<file path="src/rtl/viola_mem_pkg.sv">
// viola_mem_pkg: shared definitions for the load/store path.
//   - size-code constants for the address-unit operation encoding
//   - FSM state enum for load_store_unit
//   - queued operation record (lsu_op_t)
//   - byte_count(): bytes touched by a size code
//   - size_extend(): sign/zero extension of an assembled load value
package viola_mem_pkg;

  localparam logic [2:0] SZ_B  = 3'b000;
  localparam logic [2:0] SZ_H  = 3'b001;
  localparam logic [2:0] SZ_W  = 3'b010;
  localparam logic [2:0] SZ_BU = 3'b100;
  localparam logic [2:0] SZ_HU = 3'b101;

  localparam int LSU_DEPTH_DEF = 4;

  typedef enum logic [1:0] {
    ST_IDLE   = 2'd0,
    ST_ACCESS = 2'd1,
    ST_LAST   = 2'd2,
    ST_DONE   = 2'd3
  } lsu_state_t;

  typedef struct packed {
    logic [31:0] addr;
    logic        is_load;
    logic [2:0]  size;
    logic [3:0]  tag;
    logic [31:0] data;
  } lsu_op_t;

  // Unused codes (011/110/111) fall through to a plain word access.
  function automatic logic [2:0] byte_count(input logic [2:0] size);
    case (size)
      SZ_B, SZ_BU: byte_count = 3'd1;
      SZ_H, SZ_HU: byte_count = 3'd2;
      default:     byte_count = 3'd4;
    endcase
  endfunction

  function automatic logic [31:0] size_extend(input logic [2:0] size,
                                              input logic [31:0] raw);
    case (size)
      SZ_B:    size_extend = {{24{raw[7]}}, raw[7:0]};
      SZ_H:    size_extend = {{16{raw[15]}}, raw[15:0]};
      SZ_BU:   size_extend = {24'd0, raw[7:0]};
      SZ_HU:   size_extend = {16'd0, raw[15:0]};
      default: size_extend = raw;
    endcase
  endfunction

endpackage

</file>
<file path="src/rtl/lsu_fifo.sv">
// lsu_fifo: generic DEPTH-entry in-order queue with synchronous reset.
//   clk, rst          clock / synchronous active-high reset
//   i_push, i_data    write request (ignored when full)
//   i_pop             read request (ignored when empty); o_data is the head
//   o_count, o_empty  occupancy status
// Push and pop in the same cycle both take effect.
module lsu_fifo #(
  parameter int WIDTH = 8,
  parameter int DEPTH = 4
) (
  input  logic                     clk,
  input  logic                     rst,
  input  logic                     i_push,
  input  logic [WIDTH-1:0]         i_data,
  input  logic                     i_pop,
  output logic [WIDTH-1:0]         o_data,
  output logic [$clog2(DEPTH):0]   o_count,
  output logic                     o_empty
);

  localparam int AW = $clog2(DEPTH);
  localparam logic [AW:0] FULL_CNT = DEPTH[AW:0];

  logic [WIDTH-1:0] r_mem [DEPTH];
  logic [AW-1:0]    r_wptr;
  logic [AW-1:0]    r_rptr;
  logic [AW:0]      r_count;
  logic             w_push;
  logic             w_pop;

  assign w_push  = i_push && (r_count != FULL_CNT);
  assign w_pop   = i_pop && (r_count != '0);
  assign o_data  = r_mem[r_rptr];
  assign o_count = r_count;
  assign o_empty = (r_count == '0);

  // Storage has no reset; only pointers/count define validity.
  always_ff @(posedge clk) begin
    if (w_push) r_mem[r_wptr] <= i_data;
  end

  // DEPTH is a power of two, so pointers wrap naturally.
  always_ff @(posedge clk) begin
    if (rst) begin
      r_wptr  <= '0;
      r_rptr  <= '0;
      r_count <= '0;
    end else begin
      if (w_push) r_wptr <= r_wptr + 1'b1;
      if (w_pop)  r_rptr <= r_rptr + 1'b1;
      case ({w_push, w_pop})
        2'b10:   r_count <= r_count + 1'b1;
        2'b01:   r_count <= r_count - 1'b1;
        default: r_count <= r_count;
      endcase
    end
  end

endmodule

</file>
<file path="src/rtl/load_store_unit.sv">
// load_store_unit: queues address-unit memory operations and runs each one
// byte-sequentially against a byte-wide RAM port, broadcasting completions.
//   clk, rst                       clock / synchronous active-high reset
//   in_valid, in_ready             operation handshake
//   addr_input, is_load_input,     operation fields (reg_number_input is the
//   reg_number_input,              size code, store_data_input only used by
//   instruction_number_input,      stores)
//   store_data_input
//   mem_a, mem_wr, mem_dout        RAM request (one byte per cycle)
//   mem_din                        RAM read byte, one cycle after mem_a
//   out_valid, out_value,          one-cycle completion broadcast
//   out_instruction_number, out_is_load
module load_store_unit
  import viola_mem_pkg::*;
#(
  parameter int DEPTH = LSU_DEPTH_DEF
) (
  input  logic        clk,
  input  logic        rst,
  input  logic        in_valid,
  output logic        in_ready,
  input  logic [31:0] addr_input,
  input  logic        is_load_input,
  input  logic [2:0]  reg_number_input,
  input  logic [3:0]  instruction_number_input,
  input  logic [31:0] store_data_input,
  output logic [31:0] mem_a,
  output logic        mem_wr,
  output logic [7:0]  mem_dout,
  input  logic [7:0]  mem_din,
  output logic        out_valid,
  output logic [31:0] out_value,
  output logic [3:0]  out_instruction_number,
  output logic        out_is_load
);

  localparam int CW = $clog2(DEPTH) + 1;
  localparam logic [CW-1:0] DEPTH_CNT = DEPTH[CW-1:0];

  lsu_state_t  r_state;
  logic [31:0] r_addr;
  logic        r_is_load;
  logic [2:0]  r_size;
  logic [3:0]  r_tag;
  logic [31:0] r_data;     // store data, overwritten byte-wise by load data
  logic [1:0]  r_k;        // byte index of the current access
  logic [31:0] r_out_value;
  logic [3:0]  r_out_tag;
  logic        r_out_is_load;

  lsu_op_t        w_in_op;
  lsu_op_t        w_head;
  logic [CW-1:0]  w_count;
  logic           w_empty;
  logic           w_pop;
  logic [2:0]     w_nbytes;
  logic           w_k_last;
  logic [31:0]    w_assembled;
  logic           w_access;

  assign w_in_op = '{addr:    addr_input,
                     is_load: is_load_input,
                     size:    reg_number_input,
                     tag:     instruction_number_input,
                     data:    store_data_input};

  lsu_fifo #(
    .WIDTH ($bits(lsu_op_t)),
    .DEPTH (DEPTH)
  ) u_fifo (
    .clk     (clk),
    .rst     (rst),
    .i_push  (in_valid),
    .i_data  (w_in_op),
    .i_pop   (w_pop),
    .o_data  (w_head),
    .o_count (w_count),
    .o_empty (w_empty)
  );

  // No bypass: a full queue refuses even when the head is leaving.
  assign in_ready = (w_count < DEPTH_CNT);

  // The next op is taken from IDLE or straight out of DONE.
  assign w_pop = ((r_state == ST_IDLE) || (r_state == ST_DONE)) && !w_empty;

  assign w_nbytes = byte_count(r_size);
  assign w_k_last = ({1'b0, r_k} == (w_nbytes - 3'd1));
  assign w_access = (r_state == ST_ACCESS);

  // Final load byte arrives during LAST; merge it before extension.
  always_comb begin
    w_assembled = r_data;
    w_assembled[{r_k, 3'b000} +: 8] = mem_din;
  end

  assign mem_a    = w_access ? (r_addr + {30'd0, r_k}) : 32'd0;
  assign mem_wr   = w_access && !r_is_load;
  assign mem_dout = w_access ? r_data[{r_k, 3'b000} +: 8] : 8'd0;

  assign out_valid              = (r_state == ST_DONE);
  assign out_value              = r_out_value;
  assign out_instruction_number = r_out_tag;
  assign out_is_load            = r_out_is_load;

  always_ff @(posedge clk) begin
    if (rst) begin
      r_state       <= ST_IDLE;
      r_addr        <= '0;
      r_is_load     <= 1'b0;
      r_size        <= '0;
      r_tag         <= '0;
      r_data        <= '0;
      r_k           <= '0;
      r_out_value   <= '0;
      r_out_tag     <= '0;
      r_out_is_load <= 1'b0;
    end else begin
      if (w_pop) begin
        r_addr    <= w_head.addr;
        r_is_load <= w_head.is_load;
        r_size    <= w_head.size;
        r_tag     <= w_head.tag;
        r_data    <= w_head.data;
        r_k       <= '0;
      end
      case (r_state)
        ST_IDLE: begin
          if (w_pop) r_state <= ST_ACCESS;
        end
        ST_ACCESS: begin
          // mem_din now holds the byte requested in the previous cycle.
          if (r_is_load && (r_k != 2'd0))
            r_data[{r_k - 2'd1, 3'b000} +: 8] <= mem_din;
          if (w_k_last) begin
            if (r_is_load) begin
              r_state <= ST_LAST;
            end else begin
              r_state       <= ST_DONE;
              r_out_value   <= '0;
              r_out_tag     <= r_tag;
              r_out_is_load <= 1'b0;
            end
          end else begin
            r_k <= r_k + 2'd1;
          end
        end
        ST_LAST: begin
          r_data        <= w_assembled;
          r_out_value   <= size_extend(r_size, w_assembled);
          r_out_tag     <= r_tag;
          r_out_is_load <= 1'b1;
          r_state       <= ST_DONE;
        end
        ST_DONE: begin
          r_state <= w_pop ? ST_ACCESS : ST_IDLE;
        end
        default: r_state <= ST_IDLE;
      endcase
    end
  end

endmodule

</file>
<file path="config.mk">
export PLATFORM = sky130hd
export DESIGN_NAME = load_store_unit
export DESIGN_NICKNAME = d
export VERILOG_FILES = /design/src/rtl/viola_mem_pkg.sv /design/src/rtl/lsu_fifo.sv /design/src/rtl/load_store_unit.sv
export SDC_FILE = /design/constraint.sdc
export NUM_CORES = 1
export LEC_CHECK = 0
export CORE_MARGIN = 10
export CORE_UTILIZATION = 35
export CTS_BUF_LIST = sky130_fd_sc_hd__clkbuf_4 sky130_fd_sc_hd__clkbuf_8
export CTS_CLUSTER_DIAMETER = 100
export DETAILED_ROUTE_END_ITERATION = 6
export SLEW_MARGIN = 20
export SYNTH_ARGS = -nofsm -noshare
export SYNTH_HDL_FRONTEND = slang
export SYNTH_HIERARCHICAL = 1
export SYNTH_SLANG_ARGS = --single-unit
</file>
<file path="constraint.sdc">
create_clock -name clk -period 4.55 [get_ports clk]
set_input_delay 1.1375 -clock clk [delete_from_list [all_inputs] [get_ports clk]]
set_output_delay 1.1375 -clock clk [all_outputs]
set_load 0.05 [all_outputs]
</file>
[Word-level counts from Yosys, hierarchy flattened]
Memory sizes are Yosys's and may differ from the RTL's. A register that Yosys moved wholly into a read port is not among the register bits.
Index checks and enable logic that the tools add are counted.
Word-level totals
  word-level logic and storage cells: 94
  bits in registers: 120
  bits of input ports: 83
  output and inout port bits: 80
  memories: 1
  memory bits (writable): 288
Cells by class
  muxes and demuxes: 32
  reduce and logical (&&, ||, !) cells: 19
  equality and inequality tests: 13
  add/subtract/negate cells: 10
  shifts and indexed selects: 5
  order comparisons: 1
Memory list
  u_fifo.r_mem: words 4, width 72, rd ports 1, clocked after Yosys merged registers in 1, wr ports 1, RTL line lsu_fifo.sv:24  | logic [WIDTH-1:0] r_mem [DEPTH];
Operators by type and width (number)
  2-to-1 mux 32 bit: 6
  one-hot mux 32 bit (2 select lines): 2
  one-hot mux 32 bit (4 select lines): 1
  bitwise mux 32 bit: 2
  variable shift 8 x 7 -> 32 bit, first input constant: 2
  variable part select 8 x 7 -> 32 bit: 2
  adder 32 x 2 -> 32 bit: 1
  variable part select 32 x 6 -> 8 bit: 1
  2-to-1 mux 2 bit: 7
  negator 5 -> 7 bit: 2
  one-hot mux 3 bit (2 select lines): 2
  2-to-1 mux 4 bit: 2
  2-to-1 mux 8 bit: 1
  one-hot mux 2 bit (4 select lines): 1
  one-hot mux 4 bit (2 select lines): 1
  adder 2 x 1 -> 2 bit, second input constant: 3
  == test 2 bit, second input constant: 3
  == test 3 bit, second input constant: 2
  zero test 3 bit: 2
  2-to-1 mux 1 bit: 6
  nonzero test 2 bit: 3
  subtractor 3 x 1 -> 3 bit, second input constant: 2
  logical AND 1 bit: 5
  == test 2 x 1 -> 1 bit, second input constant: 2
  16 further kinds: 19

[Depth between registers and ports, before layout]
Gate-level depths: netlist of run 1.
  word-level depth: 8
  depth in mapped cells: 14
  gate-level depth less buffers: 12

[By module]
The synthesis of run 1 kept the hierarchy.
Modules (own cells, without submodules)
  lsu_fifo: area an instance 10950.5 um^2, cells each 429, instances 1
  load_store_unit: area an instance 6482.5 um^2, cells each 827, instances 1

[Least setup slack after synthesis of run 1]
Ideal clock, no wire load.
  path type: reg-to-output
  start: register r_k[0]
  end: output mem_a[30]
  stages on the path, launching flop included: 8
  data required time: 3.413 ns
  buffers on the path: 0
  slack: 0.680 ns
  arrival: 2.732 ns
  cells stage by stage: dfxtp_1 -> ha_1 -> fa_1 -> nand3_1 -> nor4_2 -> nand2_1 -> or3_1 -> a21boi_1
On the way
  cells in the longest elaborated chain, start to end: 2
Ends and longest elaborated chain
  start, declared: RTL line load_store_unit.sv:46  | logic [1:0] r_k;
  start signal, assigned: RTL line load_store_unit.sv:145  | r_k <= r_k + 2'd1;
  adder 32 x 2 -> 32 bit: RTL line load_store_unit.sv:97  | assign mem_a = w_access ? (r_addr + {30'd0, r_k}) : 32'd0;
  2-to-1 mux 32 bit: RTL line load_store_unit.sv:97
  end, declared: RTL line load_store_unit.sv:27  | output logic [31:0] mem_a,
Every way passes these cells.

[Worst setup path after layout of run 1]
  start: register r_k[1]
  end: output mem_a[30]
Same word-level chain as after synthesis.

==> results of run 1 <==
==> cells by family after synthesis <==
group | after synthesis | synth area share [%]
simple gates | 380 | 10.6
compound gates | 213 | 7.89
buf+inv | 100 | 3.17
fa+ha+maj | 20 | 1.52
mux | 104 | 11.8
xor+xnor | 29 | 1.46
flops | 410 | 63.6
==> cells in the mapped netlist (all sizes together), types with 9 or more instances <==
cell type,number
a21o,16
a21oi,105
a22o,24
and2,37
and3,10
buf,33
clkbuf,37
dfxtp,122
edfxtp,288
ha,18
inv,29
mux2i,23
mux4,80
nand2,165
nand2b,10
nand3,37
nand4,10
nor2,48
nor2b,31
o21ai,22
or2,9
xnor2,18
xor2,11
==> path summary, 6_finish.rpt <==
path / start / endpoint / slack [ns]
max: r_k[1] / mem_a[30] / 0.32
min: r_tag[1] / r_tag[1] / 0.46
max reg2reg: r_k[0] / out_value[26] / 1.12
min reg2reg: r_tag[1] / r_tag[1] / 0.46
==> per-layer routing <==
metal / vias to the layer above / part of all wire (%) / GRT usage, %
met4: 10 / 1.8 / 4.56
met1: 5527 / 43 / 19.4
met2: 336 / 48 / 25.3
met3: 82 / 6.9 / 4.80
met5: - / 0.16 / 0
li1: 5096 / - / -
==> power by group through the flow <==
stage                     Sequential [mW]  Combinational, mW  Clock, mW
final                                5.12               4.21       3.55
after detailed placement             5.21               4.23          0
after CTS                            5.13               4.24       3.66
after global placement               5.19               4.19          0
after global routing                 5.21               4.56       3.84
after floorplan                      5.11               3.04          0
==> cell type report <==
class	count	share of cell area (%)
antenna	2	0.0234
clock buffer	122	6.71
clock inverter	7	0.433
inverter	30	0.527
multi-input combinational	746	27.1
sequential	410	51.9
tap	664	3.89
timing repair buffer	188	9.35
==> stage by stage <==
| step | power, mW | hold WS, ns |
|---|---|---|
| after floorplan | 8.15 | 0.436 |
| after detailed placement | 9.43 | 0.451 |
| after CTS | 13.0 | 0.459 |
| after global placement | 9.38 | 0.443 |
| final | 12.9 | 0.456 |
| after global routing | 13.6 | 0.487 |
==> state kept, by name (all words and copies together), names as in the netlist, named ones only <==
name	count
out_instruction_number	4
out_is_load	1
out_value	32
r_addr	32
r_data	32
r_is_load	1
r_k	2
r_size	3
r_state	2
r_tag	4
u_fifo/o_count	3
u_fifo/r_mem	288
u_fifo/r_rptr	2
u_fifo/r_wptr	2
==> worst reg2reg max path, stage by stage, from the launching register on <==
cell and delay, ns:
dfxtp_2 0.33, buf_4 0.51, inv_1 0.23, ha_1 0.46, and2b_1 0.55, a41oi_1 0.26, a211o_1 0.41, a21boi_4 0.43
a22o_1 0.21
==> impl_results.md, run 1 <==
- Status: completed
- IO buf count: 162
- PwrDens: ~600 nW/um2
- Unique masters post-synth: 62
- Critical path, cell by cell: buf_4 -> fa_1 -> nand3_1 -> nor4_2 -> buf_4 -> nand2_1 -> or3_1 -> a21boi_1 -> buf_12
- Fin crit period: about 4.2 ns
- Vias/cell: 5.09
- Die height: between 200 and 250 um
- PostCTS Resize Cnt: 0
- Reg area: around 11000 um2
- Least-Margin Pin Slew: around 1.2 ns
- Ports: 163
- Fin util: between 40% and 50%
- H-tree depth: 3
- Routed WL: around 46000 um
- Starting Density: between 30% and 40%
- CP startpoint kind: register
- Critical path's top delay family: simple AND/OR/NAND/NOR gates
- Clock skew: 0.0289 ns
- CP most frequent cell: buf_4
- Vias in the first global route: 11400
- Primary FF master, synth: edfxtp_1
- Routed Antenna Nets: 0
- Design Area, Final: 21400 um2
- Multi-input gate area: between 5000 and 6000 um2
- Clk sinks: approximately 400
- Clk_lat worst skew: ~0.63 ns
- Worst VDD drop: approximately 0.39 mV
- GRT overflow: 0
- Setup-failing EPs final: 0
- Post-CTS Setup Bufs: 0
- Number of flops mapped to enable cells by yosys: about 290
- CTS root buf: clkbuf_8
- Core Area: 49100 um2
- Worst reg-to-reg path cell count: 8
- # DRC: 0
- Number of CTS-inserted buffers: 71
- DR WL/cell: roughly 21 um
- Crit path depth: 9
- P&R area growth vs syn: 22.6%
- Post-DP HPWL: 29900 um
- Clk pwr share: ~28%
- Share of cells above drive strength 1: between 15 and 20%
- Commonest non-fill, non-tap cell in the layout: edfxtp_1
- Pleak: approximately 7.1 nW
- Clk slew on worst S/H paths: around 0.060 ns
- Synth area leaders: edfxtp_1 50%, dfxtp_1 14%, mux4_2 10%, nand2_1 3.6%, a21oi_1 3.0%
- Post-synth top area share: 49.6%
- Post-placement cell count: about 2000
- Sequential-to-total area share from yosys stat: around 64%
- Tcrit/Tclk final: around 93%
- Synth Cell Area: 17400 um2
- Placed cell area: about 20000 um2
- Layout Cells excl Fill: approximately 2200
- Flop pwr share: between 30% and 40%
- GRT Total Usage: 15.5%
- Switching share of power: around a third
- Setup WS post-layout: 0.316 ns
- Slowest CP cell: or3_1
- Max-cap violations: 0
- Worst min path class: reg -> reg
- Crit path DAT: between 3 and 4 ns
- Rows: 81
- Final #Nets: 1550
- Drt first pass iters: 5
- Synth Register Bits: 410
- Most frequent cells in the layout: 288 x edfxtp_1, 165 x nand2_1, 135 x clkdlybuf4s50_1, 119 x dfxtp_1, 105 x a21oi_1
- Int Power: between 8 and 9 mW
- TritonCTS clock tree: yes
- Worst stage delay on the critical path: ~0.34 ns
- Fmax: 236 MHz
- Maximum buffer depth of the clock tree: 3
- Hold Path Stages: 2
- Initial antenna violation count: 7
- CP bufs+invs: 3
- Unrepaired setup endpoints after global routing: no
- Worst slew margin: roughly 22%
- Syn Inst Count: around 1300
- Synth Net Count: roughly 1400
- Yosys warns: 6
- Die X: about 240 um
- Kind of critical path: reg -> out
- Largest net degree at the start of global routing: 76
- Synth Area per Inst: between 10 and 15 um2
- Element type at the critical path end: primary output
- Max FO, Critical Path: 13
- Final setup TNS: 0 ns
- Post-synth ARST share: 0%
- Gpl congestion: about 0.86
- Final Max Tran Viols: 0
- Initial DRC count: 741
- Worst endpoint required time: 3.41 ns
- Area leader, netlist: edfxtp_1
- FILL cells: about 4500
- Vias: about 11000
- Die Area: approximately 60000 um2
- Post-place setup slack: slightly above 0.9 ns
- Logic gate share of total power: 32.7%
- Global-route wire length before repair: 70800 um
- Final-report hold violation count: 0
- Net Switching: 4.52 mW
- Hold_buf cts: 0
Note: power is estimated with default switching activity, not from simulation.
==> run 2: changes to the inputs <==
--- a/config.mk
+++ b/config.mk
@@ -5,7 +5,6 @@
 export SDC_FILE = /design/constraint.sdc
 export NUM_CORES = 1
 export LEC_CHECK = 0
-export CORE_MARGIN = 10
 export CORE_UTILIZATION = 35
 export CTS_BUF_LIST = sky130_fd_sc_hd__clkbuf_4 sky130_fd_sc_hd__clkbuf_8
 export CTS_CLUSTER_DIAMETER = 100
==> run 2 against run 1 <==
Register-to-register slack hardly changed. Fmax fell by 0.71%. First-iteration DRC count increased by 9.3%. Sequential share of layout area rose by 0.16 points. Core utilization is 0.13 points lower. Sequential power about the same. Clock skew increased by 0.012 ns. Clock-buffer cell count down 24. Via count up 0.71%. Worst hold slack got worse by 0.0047 ns. Largest power group unchanged. Critical path depth shrank 4. Global-route usage rose by 2.2 points.
==> impl_results.md, run 2 (synthesized netlist as in run 1, its figures left out) <==
- Status: completed
- Biggest register: u_fifo/r_mem
- Post-CTS Setup Bufs: 0 (unchanged)
- Worst r2r src: r_k[0]
- PwrDens: 597 nW/um2 (-0.89%)
- Final-report hold violation count: 0 (unchanged)
- Unrepaired setup endpoints after global routing: no
- Clk_lat worst skew: 0.65 ns (+0.02 ns)
- Final setup TNS: 0 ns (unchanged)
- Clock skew: 0.0408 ns (+0.0119 ns)
- Maximum buffer depth of the clock tree: 3 (unchanged)
- Largest net degree at the start of global routing: 76 (unchanged)
- Die height: 225 um (-7.4%)
- Setup-failing EPs final: 0 (unchanged)
- Share of cells above drive strength 1: 18.1% (-1.1 points)
- Rows: 81 (unchanged)
- GRT overflow: 0 (unchanged)
- Final Max Tran Viols: 0 (unchanged)
- P&R area growth vs syn: 22.3%
- Fmax: 234 MHz (-0.71%)
- Die Area: 50700 um2 (-14%)
- CP startpoint kind: register
- FILL cells: 4524 (+0.27%)
- Gpl congestion: 0.861 (about the same)
- Drt first pass iters: 5 (unchanged)
- Least-Margin Pin Slew: 1.07 ns (-0.0913 ns)
- Worst stage delay on the critical path: 0.80 ns (+0.46 ns)
- Tcrit/Tclk final: 93.7% (+0.67 points)
- Post-place setup slack: 0.935 ns (+0.00141 ns)
- CTS root buf: clkbuf_8
- Ports: 163 (unchanged)
- Worst reg-to-reg path cell count: 8 (unchanged)
- IO buf count: 162 (unchanged)
- Slowest CP cell: clkdlybuf4s50_1
- Routed WL: 44100 um (-4.1%)
- Reg-to-reg slack, setup: 1.11 ns (about the same)
- PostCTS Resize Cnt: 0 (unchanged)
- Initial DRC count: 810 (+9.3%)
- Clk sinks: 410 (unchanged)
- Placed cell area: 19800 um2 (about the same)
- Initial antenna violation count: 7 (unchanged)
- GRT Total Usage: 17.7% (+2.2 points)
- Vias in the first global route: 11200 (-1.7%)
- Global-route wire length before repair: 67200 um (-5.1%)
- Crit path DAT: 3.13 ns (+0.03 ns)
- Power, Total: 12.7 mW (-1.2%)
- Commonest non-fill, non-tap cell in the layout: edfxtp_1
- Die X: 225 um (-7.4%)
- Max FO, Critical Path: 38 (+25)
- Vias/cell: 5.15 (+0.99%)
- Kind of critical path: reg -> out
- Critical path, cell by cell: inv_1 -> ha_2 -> buf_4 -> and2_1 -> clkdlybuf4s50_1
- TritonCTS clock tree: yes
- Design Area, Final: 21300 um2 (-0.30%)
- Clk slew on worst S/H paths: 0.07 ns (about the same)
- Worst VDD drop: 0.446 mV (+16%)
- Hold_buf cts: 0 (unchanged)
- Core Area: 49100 um2 (unchanged)
- Worst endpoint required time: 3.41 ns (about the same)
- FF-to-FF End: out_value[24]
- Setup WS post-layout: 0.285 ns (-0.0305 ns)
- Post-DP HPWL: 27500 um (-8.2%)
- Starting Density: 35.5% (unchanged)
- Max-cap violations: 0 (unchanged)
- Routed Antenna Nets: 0 (unchanged)
- Element type at the critical path end: primary output
- H-tree depth: 3 (unchanged)
- Worst min path class: reg -> reg
- Number of CTS-inserted buffers: 72 (+1.4%)
- Fin crit period: 4.26 ns (+0.0305 ns)
- Worst Setup EP: mem_a[4]
- Vias: 11100 (+0.71%)
- # DRC: 0 (unchanged)
- Most frequent cells in the layout: 288 x edfxtp_1, 165 x nand2_1, 136 x clkdlybuf4s50_1, 119 x dfxtp_1, 105 x a21oi_1
- Pleak: 7.01 nW (-1.2%)
- Worst slew margin: 28.5% (+6.3 points)
- Final #Nets: 1543 (-0.45%)
- Setup crit start: r_state[1]
- DR WL/cell: 20.4 um (-3.8%)
- Max reg flops: 288 (unchanged)
run 2: power by group:
group | switching [mW] | internal [mW] | leakage (nW)
combinational | 2.56 | 1.69 | 2.61
clock | 1.51 | 1.88 | 0.762
sequential | 0.490 | 4.60 | 3.64
total | 4.56 | 8.17 | 7.01
run 2: layout make-up:
type,count,area (um2),area share (%)
Antenna cell,1,2.50,0.0117
Clock inverter,34,215,1.01
Timing Repair Buffer,180,2000,9.40
Sequential cell,410,11100,52.1
Multi-Input combinational cell,746,5810,27.3
Clock buffer,98,1240,5.80
Inverter,30,113,0.528
Tap cell,664,831,3.90
run 2: metrics by stage:
stage	util, %	hold WS, ns	std cells
2_1_floorplan	-	0.436	1256
3_3_place_gp	40.5	0.443	2030
3_5_place_dp	40.5	0.445	2030
4_1_cts	43.4	0.454	2162
5_1_grt	43.4	0.478	2162
6_report	43.4	0.452	2163
run 2: worst min-delay path by stage:
stage	depth (start not counted)	endpoint	from
after floorplan	2	r_tag[0]	r_tag[0]
after global placement	2	out_value[7]	out_value[7]
after CTS	2	out_value[7]	out_value[7]
after detailed placement	2	out_value[7]	out_value[7]
after global routing	2	r_tag[2]	r_tag[2]
final	2	out_value[7]	out_value[7]
run 2: critical path: cells and delay by family, from the launching register on:
kind	cells	cell delay, ns
flip-flops	1	0.33
AND/OR/NAND/NOR	1	0.15
buffers and inverters	3	1.24
adder cells (fa/ha/maj)	1	0.76
run 2: metal layers:
| layer | up-vias | GRT usage [%] | wire [um] |
|---|---|---|---|
| met3 | 86 | 4.69 | 2920 |
| li1 | 5088 | - | - |
| met4 | 12 | 5.31 | 943 |
| met1 | 5593 | 22.8 | 19000 |
| met5 | - | 0 | 81 |
| met2 | 350 | 29.1 | 21100 |
